<file path="src/rtl/malu_pkg.sv">
// -----------------------------------------------------------------------------
// malu_pkg
// Shared definitions for the multi-cycle arithmetic units.
//   XLEN           : operand / result width
//   div_state_t    : divider FSM states
//   DIV_MIN_SIGNED : most negative signed XLEN-bit value
//   twos_neg()     : two's complement negation used for sign fix-up
// -----------------------------------------------------------------------------
package malu_pkg;

    localparam int XLEN = 64;

    typedef enum logic [1:0] {
        DIV_IDLE = 2'd0,
        DIV_BUSY = 2'd1,
        DIV_DONE = 2'd2
    } div_state_t;

    localparam logic [XLEN-1:0] DIV_MIN_SIGNED = {1'b1, {(XLEN-1){1'b0}}};

    function automatic logic [XLEN-1:0] twos_neg(input logic [XLEN-1:0] v);
        return ~v + {{(XLEN-1){1'b0}}, 1'b1};
    endfunction

endpackage

</file>
<file path="src/rtl/div_unit.sv">
// -----------------------------------------------------------------------------
// div_unit
// Iterative radix-2 restoring divider for DIV/DIVU/REM/REMU.
// One quotient bit per cycle; divide-by-zero and signed overflow are resolved
// at capture and skip the iteration phase.
//
// Ports:
//   clk        : clock, rising edge
//   reset      : asynchronous active-low reset
//   start      : request level, held until ready
//   abort      : flush, kills any operation in progress
//   signed_op  : 1 = signed (DIV/REM), 0 = unsigned (DIVU/REMU)
//   a, b       : dividend / divisor, sampled only on capture
//   quotient   : registered quotient
//   remainder  : registered remainder
//   ready      : one-cycle result-valid pulse
//   busy       : high while an operation is in BUSY or DONE
// -----------------------------------------------------------------------------
module div_unit
    import malu_pkg::*;
(
    input  logic            clk,
    input  logic            reset,
    input  logic            start,
    input  logic            abort,
    input  logic            signed_op,
    input  logic [XLEN-1:0] a,
    input  logic [XLEN-1:0] b,
    output logic [XLEN-1:0] quotient,
    output logic [XLEN-1:0] remainder,
    output logic            ready,
    output logic            busy
);

    localparam int CNT_W = $clog2(XLEN) + 1;
    localparam logic [CNT_W-1:0] LAST_STEP = CNT_W'(XLEN - 1);
    localparam logic [CNT_W-1:0] CNT_ONE   = CNT_W'(1);

    div_state_t       state_reg;
    logic [XLEN-1:0]  dvd_reg;        // dividend bits shift out of MSB, quotient bits shift into LSB
    logic [XLEN-1:0]  dvs_reg;        // divisor magnitude
    logic [XLEN-1:0]  rem_reg;        // partial remainder
    logic [CNT_W-1:0] cnt_reg;
    logic             q_neg_reg;
    logic             r_neg_reg;
    logic [XLEN-1:0]  quotient_reg;
    logic [XLEN-1:0]  remainder_reg;
    logic             ready_reg;
    logic             busy_reg;

    // Capture-side operand conditioning
    logic            a_neg, b_neg;
    logic [XLEN-1:0] a_abs, b_abs;
    logic            is_div0, is_ovf;

    assign a_neg   = signed_op & a[XLEN-1];
    assign b_neg   = signed_op & b[XLEN-1];
    assign a_abs   = a_neg ? twos_neg(a) : a;
    assign b_abs   = b_neg ? twos_neg(b) : b;
    assign is_div0 = (b == '0);
    assign is_ovf  = signed_op && (a == DIV_MIN_SIGNED) && (b == '1);

    // One restoring step. The partial remainder is always below the divisor,
    // so the true trial result lies in (-2^XLEN, 2^XLEN) and an XLEN+1-bit
    // subtraction yields a correct sign bit.
    logic [XLEN:0]   partial, trial;
    logic            trial_ok;
    logic [XLEN-1:0] rem_step, quo_step, quo_fixed, rem_fixed;

    assign partial   = {rem_reg, dvd_reg[XLEN-1]};
    assign trial     = partial - {1'b0, dvs_reg};
    assign trial_ok  = ~trial[XLEN];
    assign rem_step  = trial_ok ? trial[XLEN-1:0] : partial[XLEN-1:0];
    assign quo_step  = {dvd_reg[XLEN-2:0], trial_ok};
    assign quo_fixed = q_neg_reg ? twos_neg(quo_step) : quo_step;
    assign rem_fixed = r_neg_reg ? twos_neg(rem_step) : rem_step;

    always_ff @(posedge clk or negedge reset) begin
        if (!reset) begin
            state_reg     <= DIV_IDLE;
            dvd_reg       <= '0;
            dvs_reg       <= '0;
            rem_reg       <= '0;
            cnt_reg       <= '0;
            q_neg_reg     <= 1'b0;
            r_neg_reg     <= 1'b0;
            quotient_reg  <= '0;
            remainder_reg <= '0;
            ready_reg     <= 1'b0;
            busy_reg      <= 1'b0;
        end else begin
            ready_reg <= 1'b0;
            case (state_reg)
                DIV_IDLE: begin
                    if (start && !abort) begin
                        dvd_reg   <= a_abs;
                        dvs_reg   <= b_abs;
                        q_neg_reg <= a_neg ^ b_neg;
                        r_neg_reg <= a_neg;
                        rem_reg   <= '0;
                        cnt_reg   <= '0;
                        busy_reg  <= 1'b1;
                        if (is_div0) begin
                            quotient_reg  <= '1;
                            remainder_reg <= a;
                            ready_reg     <= 1'b1;
                            state_reg     <= DIV_DONE;
                        end else if (is_ovf) begin
                            quotient_reg  <= a;
                            remainder_reg <= '0;
                            ready_reg     <= 1'b1;
                            state_reg     <= DIV_DONE;
                        end else begin
                            state_reg <= DIV_BUSY;
                        end
                    end
                end
                DIV_BUSY: begin
                    if (abort) begin
                        state_reg <= DIV_IDLE;
                        busy_reg  <= 1'b0;
                    end else begin
                        dvd_reg <= quo_step;
                        rem_reg <= rem_step;
                        if (cnt_reg == LAST_STEP) begin
                            quotient_reg  <= quo_fixed;
                            remainder_reg <= rem_fixed;
                            ready_reg     <= 1'b1;
                            state_reg     <= DIV_DONE;
                        end else begin
                            cnt_reg <= cnt_reg + CNT_ONE;
                        end
                    end
                end
                DIV_DONE: begin
                    // Never captures; always returns to IDLE, giving the bubble.
                    state_reg <= DIV_IDLE;
                    busy_reg  <= 1'b0;
                end
                default: begin
                    state_reg <= DIV_IDLE;
                    busy_reg  <= 1'b0;
                end
            endcase
        end
    end

    assign quotient  = quotient_reg;
    assign remainder = remainder_reg;
    assign ready     = ready_reg;
    assign busy      = busy_reg;

endmodule
</file>
<file path="config.mk">
export PLATFORM = sky130hd
export DESIGN_NAME = div_unit
export DESIGN_NICKNAME = d
export VERILOG_FILES = /design/src/rtl/malu_pkg.sv /design/src/rtl/div_unit.sv
export SDC_FILE = /design/constraint.sdc
export NUM_CORES = 1
export LEC_CHECK = 0
export CORE_AREA = 2 2 162 322
export DETAILED_ROUTE_END_ITERATION = 8
export DIE_AREA = 0 0 164 324
export PLACE_DENSITY_LB_ADDON = 0.12
export SLEW_MARGIN = 20
export SYNTH_ARGS = -nofsm -noshare
export SYNTH_HDL_FRONTEND = slang
export SYNTH_SLANG_ARGS = --single-unit
export TNS_END_PERCENT = 20
</file>
<file path="constraint.sdc">
create_clock -name clk -period 6.73 [get_ports clk]
set_clock_uncertainty 0.15 [all_clocks]
set_input_delay 0.673 -clock clk [delete_from_list [all_inputs] [get_ports clk]]
set_output_delay 0.673 -clock clk [all_outputs]
set_load 0.05 [all_outputs]
</file>
Word-level counts from Yosys, hierarchy flattened

Index checks and enable logic that the tools add are counted.

Word-level logic and storage cells: 91
Bits in read-only memories: 0
Memories kept: 0
RAM bits: 0
Register bits after elaboration: 333
Input port bits: 133
Bits in latches: 0

$mul: 0
Div/mod/pow operators: 0
Magnitude comparators: 0
Mux-type cells: 42
Bitwise operators: 8
Add/subtract/negate cells: 6
Reduce and logical (&&, ||, !) cells: 13
Shift operators: 0
Equality and inequality tests: 11

Operator list:

| operator              | count |
|---|---|
| $mux 64               | 19 |
| $pmux 64 s2           | 4 |
| $add 64x1->64 const B | 4 |
| $not 64->64           | 4 |
| $eq 64x64->1 const B  | 2 |
| $sub 65x64->65        | 1 |
| $logic_not 64->1      | 1 |
| $mux 7                | 3 |
| $pmux 7 s2            | 1 |
| $mux 2                | 5 |
| $ne 2x2->1 const B    | 5 |
| $add 7x1->7 const B   | 1 |
| $eq 7x6->1 const B    | 1 |
| $mux 1                | 7 |
| $ne 3x3->1 const B    | 2 |
| $reduce_and 2->1      | 3 |
| $reduce_and 5->1      | 1 |
| $pmux 1 s2            | 2 |
| $pmux 2 s2            | 1 |
| $reduce_and 4->1      | 1 |
| $logic_and 1x1->1     | 3 |
| $reduce_and 3->1      | 1 |
| $and 1x1->1           | 2 |
| $eq 2x1->1 const B    | 1 |
| other kinds (5)       | 5 |

Depth between registers and ports, before layout

Gate-level depths: netlist of run 1.

Depth after elaboration: 8
Gate-level depth with buffers: 28

Worst setup path before layout of run 1

No wires, ideal clock.

Path kind: register to register
Start: register dvd_reg[63]
End: register remainder_reg[58], in the netlist remainder[58]
Path buffers: 4
Slack: 780 ps
Setup time: 130 ps
Clock period less this slack: 5950 ps
Data required time: 6450 ps
Cell stages (with the launch flop): 28
Data arrival time: 5670 ps
Cells stage by stage: dfrtp_1 > inv_1 > ha_1 > fa_1 > nor2b_1 > o31ai_2 > a21o_1 > a21oi_2 > o211a_1 > o31a_1 > buf_4 > nor2_8 > inv_4 > clkbuf_1 > clkbuf_1 > clkbuf_1 > nor2_1 > a21oi_1 > ha_1 > nand2_1 > nor4_1 > nand2_1 > o31ai_4 > nand2_1 > or3b_1 > o31ai_1 > xnor2_1 > o21ai_1

Cells in the longest elaborated chain, start to end: 8

RTL lines:

| element                | RTL line        | RTL |
|---|---|---|
| start, declared        | div_unit.sv:40  | `logic [XLEN-1:0] dvd_reg;` |
| start signal, assigned | div_unit.sv:96  | `dvd_reg <= a_abs;` |
| start signal, assigned | div_unit.sv:123 | `dvd_reg <= quo_step;` |
| $sub 65x64->65         | div_unit.sv:71  | `assign trial = partial - {1'b0, dvs_reg};` |
| $mux 64 *              | div_unit.sv:73  | `assign rem_step = trial_ok ? trial[XLEN-1:0] : partial[XLEN-1:0];` |
| $not 64->64            | malu_pkg.sv:22  | `return ~v + {{(XLEN-1){1'b0}}, 1'b1};` |
| $add 64x1->64          | malu_pkg.sv:22  |  |
| $mux 64 *              | div_unit.sv:76  | `assign rem_fixed = r_neg_reg ? twos_neg(rem_step) : rem_step;` |
| $mux 64 *              | div_unit.sv:125 | `if (cnt_reg == LAST_STEP) begin` |
| $mux 64 *              | div_unit.sv:119 | `if (abort) begin` |
| $pmux 64 s2 *          | div_unit.sv:93  | `case (state_reg)` |
| end signal, assigned   | div_unit.sv:127 | `remainder_reg <= rem_fixed;` |
| end, declared          | div_unit.sv:47  | `logic [XLEN-1:0] remainder_reg;` |

Mark *: on every way between the ends. The rest lies on a longest branch, timed or not. The select of a mux whose other input is x is not followed.
A chain may end at the register's enable or synchronous reset.

Final worst setup path of run 1

Start: register rem_reg[33]
End: register remainder_reg[28], in the netlist remainder[28]

Cells in the longest elaborated chain, start to end: 8

RTL lines:

| element                | RTL line        | RTL |
|---|---|---|
| start, declared        | div_unit.sv:42  | `logic [XLEN-1:0] rem_reg;` |
| start signal, assigned | div_unit.sv:124 | `rem_reg <= rem_step;` |
| $sub 65x64->65 *       | div_unit.sv:71  |  |
| $mux 64 *              | div_unit.sv:73  |  |
| $not 64->64            | malu_pkg.sv:22  |  |
| $add 64x1->64          | malu_pkg.sv:22  |  |
| $mux 64 *              | div_unit.sv:76  |  |
| $mux 64 *              | div_unit.sv:125 |  |
| $mux 64 *              | div_unit.sv:119 |  |
| $pmux 64 s2 *          | div_unit.sv:93  |  |

Marks and branches as above.

==> impl_summary.md, run 1 <==
Outcome
The run finished with clean final reports.

Finish
Counting the fill cells in the layout gives 4713. The area growth from synthesis to layout is 17.3%. Measured on the finished design, the core utilization comes to 60.1%.

The post-route standard cell area excluding fillers is 30500 um2. At the end of the flow, the number of nets in the layout was 3797. The post-route netlist has 5.56% of its cells at a drive strength greater than 1.

Worst setup path
The highest net fanout along the worst path is 13. The setup check on the worst reg-to-reg path leaves a slack of 0.21 ns. The required time of the worst setup path is 7.04 ns. The critical path is of the flop to flop type.

STA puts the critical path data arrival time at 6.83 ns. In this run the critical register-to-register path is captured at remainder[28]. The kind of launch point of the worst setup path is a flop. The nature of the critical path endpoint is a flop. The startpoint identified for the worst register-to-register timing path is rem_reg[33]. For the worst flop-to-flop path, the logic depth is 23.

Power and ir drop
The overall power of the completed layout is 6430 uW. The power density normalized to cell area is 211 nW/um2. The maximum vdd drop is 0.000187 V. The static leakage is 0.0126 uW.

Global routing
The initial antenna violation count is 9. The first global-routing pass estimated 171 mm of wire. In the global route stage, overall resource usage came out at 43.8%. The leftover overflow at the end of global routing is 0.

The via count of the first global-routing pass is 27500. Entering global routing, the biggest net connects 183 pins.

Floorplanning
Once the floorplan was initialized, standard cells occupied 51.2% of the core. The core region is 50800 um2. The full die area is 53100 um2. The die is 164 um wide. The die boundary height is 324 um. During I/O placement, the number of pins put on the boundary was 263.

In this run the core area contains 117 standard-cell rows.

Synthesis
The average footprint of a synthesized cell is 7.63 um2. In the synthesized netlist, the number of instances is 3410. The post-synth net total is 3614.

The biggest area contributor in the post-synthesis netlist is dfrtp_1. The number of different library cells used by synthesis comes to 95. In the post-synthesis netlist, the biggest area contributors are dfrtp_1 (32%), o21ai_0 (7.4%), nand2_1 (6.3%), a21oi_1 (6.0%), nor2_1 (5.1%). For this run, asynchronously set or reset flops after synthesis account for 100%. The number of enable flip-flop cells after synthesis is 0.

In this run the cell area of the synthesized design comes to 26000 um2. The most used flip-flop cell after synthesis is dfrtp_1. The flip-flop and latch count after synthesis is 333. The sequential-to-total area share from yosys stat is 32.0%.

The number of warnings reported in the yosys synthesis log is 0. The area share of the leading cell type in the synthesized netlist is 32.0%.

Placed design
At the end of routability-driven placement, the weighted congestion stood at 1.07. The half-perimeter wire length of the detailed placement result is 90.3 mm. Timing analysis after detailed placement gives a worst setup slack of 0.570 ns.

The count of input and output buffers is 262. The placed instances occupy a cell area of 29400 um2.

Timing
The number of setup violations in the final report is 0. The worst setup slack after layout is 0.212 ns. Setup repair after global routing left no endpoint under its margin. Counting I/O delays and the setup requirement, the final critical path takes 6.52 ns. The transition time at the pin with the least slew margin is 1.20 ns. The number of pins exceeding their max-slew limit in the final report is 0. The total count of hold-check failures in the final report came to 0. Static timing analysis puts the maximum clock frequency at 153 MHz.

The worst relative slew slack is 18.9%. The worst path uses 96.9% of the clock period. The setup total negative slack is 0 ns.

Detailed routing
Dividing the detail-routed via count by the number of cells gives 6.63. The count of nets left with antenna violations once routing finished came out at 0. Detailed routing inserted a total of 28400 vias. In the final routed layout, each cell accounts on average for 27.3 um. For this block, the initial DRC count from the detailed router was 2837.

After detailed routing, the total wire length is 117 mm. The post-detailed-route DRC marker count is 0. The number of search-and-repair iterations in the first detailed-routing pass is 6.

Clock tree
The cell sitting at the root of the clock tree is a clkbuf_16. The number of buffers inserted by post-CTS setup repair is 0. No sink is reached through more buffers than the 3 on the longest clock path. The number of buffers created by CTS is 34.

The clock tree from TritonCTS is done. Counting every sink on the clock net gives 333. The H-tree was split into 2 levels.

The clock network latency to the later pin of the worst-skew pair is 0.58 ns. The clock-pin slew of the registers on the worst-case setup and hold paths is 0.07 ns.

Hold path
The cell depth of the worst hold path is 2. The hold path startpoint is dvs_reg[52]. The terminating pin of the worst hold path is dvs_reg[52].

The worst hold path belongs to the class flop to flop.

Job
The tool flagged a number of max-cap violations equal to 0.
==> Yosys cell counts (59+ instances only) <==
cell type	count
nand2_1	438
o21ai_0	384
nor2_1	353
dfrtp_1	333
a21oi_1	313
clkbuf_1	161
xnor2_1	139
xor2_1	126
inv_1	100
nor3_1	77
nand3_1	75
ha_1	70
o31ai_1	63
or3_1	59
==> power breakdown <==
| group | switching (uW) | internal [uW] | total, uW |
|---|---|---|---|
| combinational | 1390 | 751 | 2140 |
| sequential | 195 | 2180 | 2370 |
| clock | 892 | 1020 | 1920 |
==> cells by family (layout without fill, tap and decap cells) <==
logic type | after synthesis | after routing | share of synthesized area, %
compound gates | 1141 | 1141 | 26.8
other cells | 0 | 5 | 0
fa+ha+maj | 71 | 71 | 3.44
simple gates | 1254 | 1254 | 22.5
xor+xnor | 265 | 265 | 8.92
buf+inv | 305 | 509 | 4.65
mux | 41 | 41 | 1.59
flops | 333 | 333 | 32.0
==> stage by stage <==
| stage | hold WS [ns] | instances |
|---|---|---|
| 3_3_place_gp | 0.307 | 4208 |
| 5_1_grt | 0.351 | 4269 |
| 3_5_place_dp | 0.319 | 4208 |
| 2_1_floorplan | 0.227 | 3410 |
| 6_report | 0.328 | 4273 |
| 4_1_cts | 0.333 | 4266 |
==> layer usage <==
metal  part of all wire (%)  GRT usage [%]  vias to the layer above
li1                       -              -                    12700
met1                     32           43.9                    13400
met2                     47           72.7                     1623
met3                    7.7           8.80                      584
met4                     13           45.5                       10
met5                  0.046           1.14                        -
==> how the worst max path moves through the flow <==
stage,startpoint,depth (start not counted),to
2_1_floorplan,dvd_reg[63],27,remainder[58]
4_1_cts,rem_reg[16],22,remainder[28]
5_1_grt,rem_reg[16],23,remainder[62]
3_3_place_gp,rem_reg[16],21,quotient[56]
6_report,rem_reg[33],23,remainder[28]
3_5_place_dp,rem_reg[16],22,remainder[28]
==> worst max-delay path, cell delays in order, from the launching register on <==
cell and delay (ns):
dfrtp_1 0.47, ha_1 0.53, and4_4 0.31, nor3b_4 0.29
nand3_2 0.18, nor4_2 0.34, o211ai_1 0.33, a41o_1 0.42
nor2_8 0.14, inv_4 0.05, buf_4 0.20, a21oi_1 0.30
ha_1 0.27, nand2_1 0.08, nor4_1 0.24, buf_4 0.18
nand4_1 0.10, nor2_1 0.13, a32o_1 0.30, a21oi_1 0.12
xnor2_1 0.24, a221oi_1 0.59, buf_2 0.34, nor2_1 0.06
==> what timing repair did <==
action / CTS / global route
gates resized for setup: 0 / 1
hold endpoints to repair: 8 / 0
hold buffers: 1 / 0
setup endpoints to repair: 0 / 2
==> placed cells by master (no fill, tap or decap), types with 39 or more instances in the layout <==
master / n
nor2_1: 352
xor2_1: 126
or3_1: 59
a21oi_1: 312
a31oi_1: 51
o22ai_1: 39
xnor2_1: 139
inv_1: 100
buf_4: 80
ha_1: 70
dfrtp_1: 332
nand4_1: 52
clkdlybuf4s50_1: 261
nand3_1: 75
nand2_1: 436
nor3_1: 76
o31ai_1: 62
o21ai_0: 384
==> cell type report <==
class | instances | area (um2) | share of cell area, %
Antenna cell | 5 | 12.5 | 0.0410
Inverter | 102 | 388 | 1.27
Multi-Input combinational cell | 2772 | 16500 | 54.2
Clock inverter | 10 | 106 | 0.349
Tap cell | 654 | 818 | 2.68
Timing Repair Buffer | 350 | 3370 | 11.0
Sequential cell | 333 | 8330 | 27.3
Clock buffer | 47 | 941 | 3.08
Note: power is estimated with default switching activity, not from simulation.
==> run 2: changes to the inputs <==
- CAP_MARGIN: default -> 10
==> results of run 2 <==
Same layout as run 1: the final DEF is identical, and so are final timing and power.
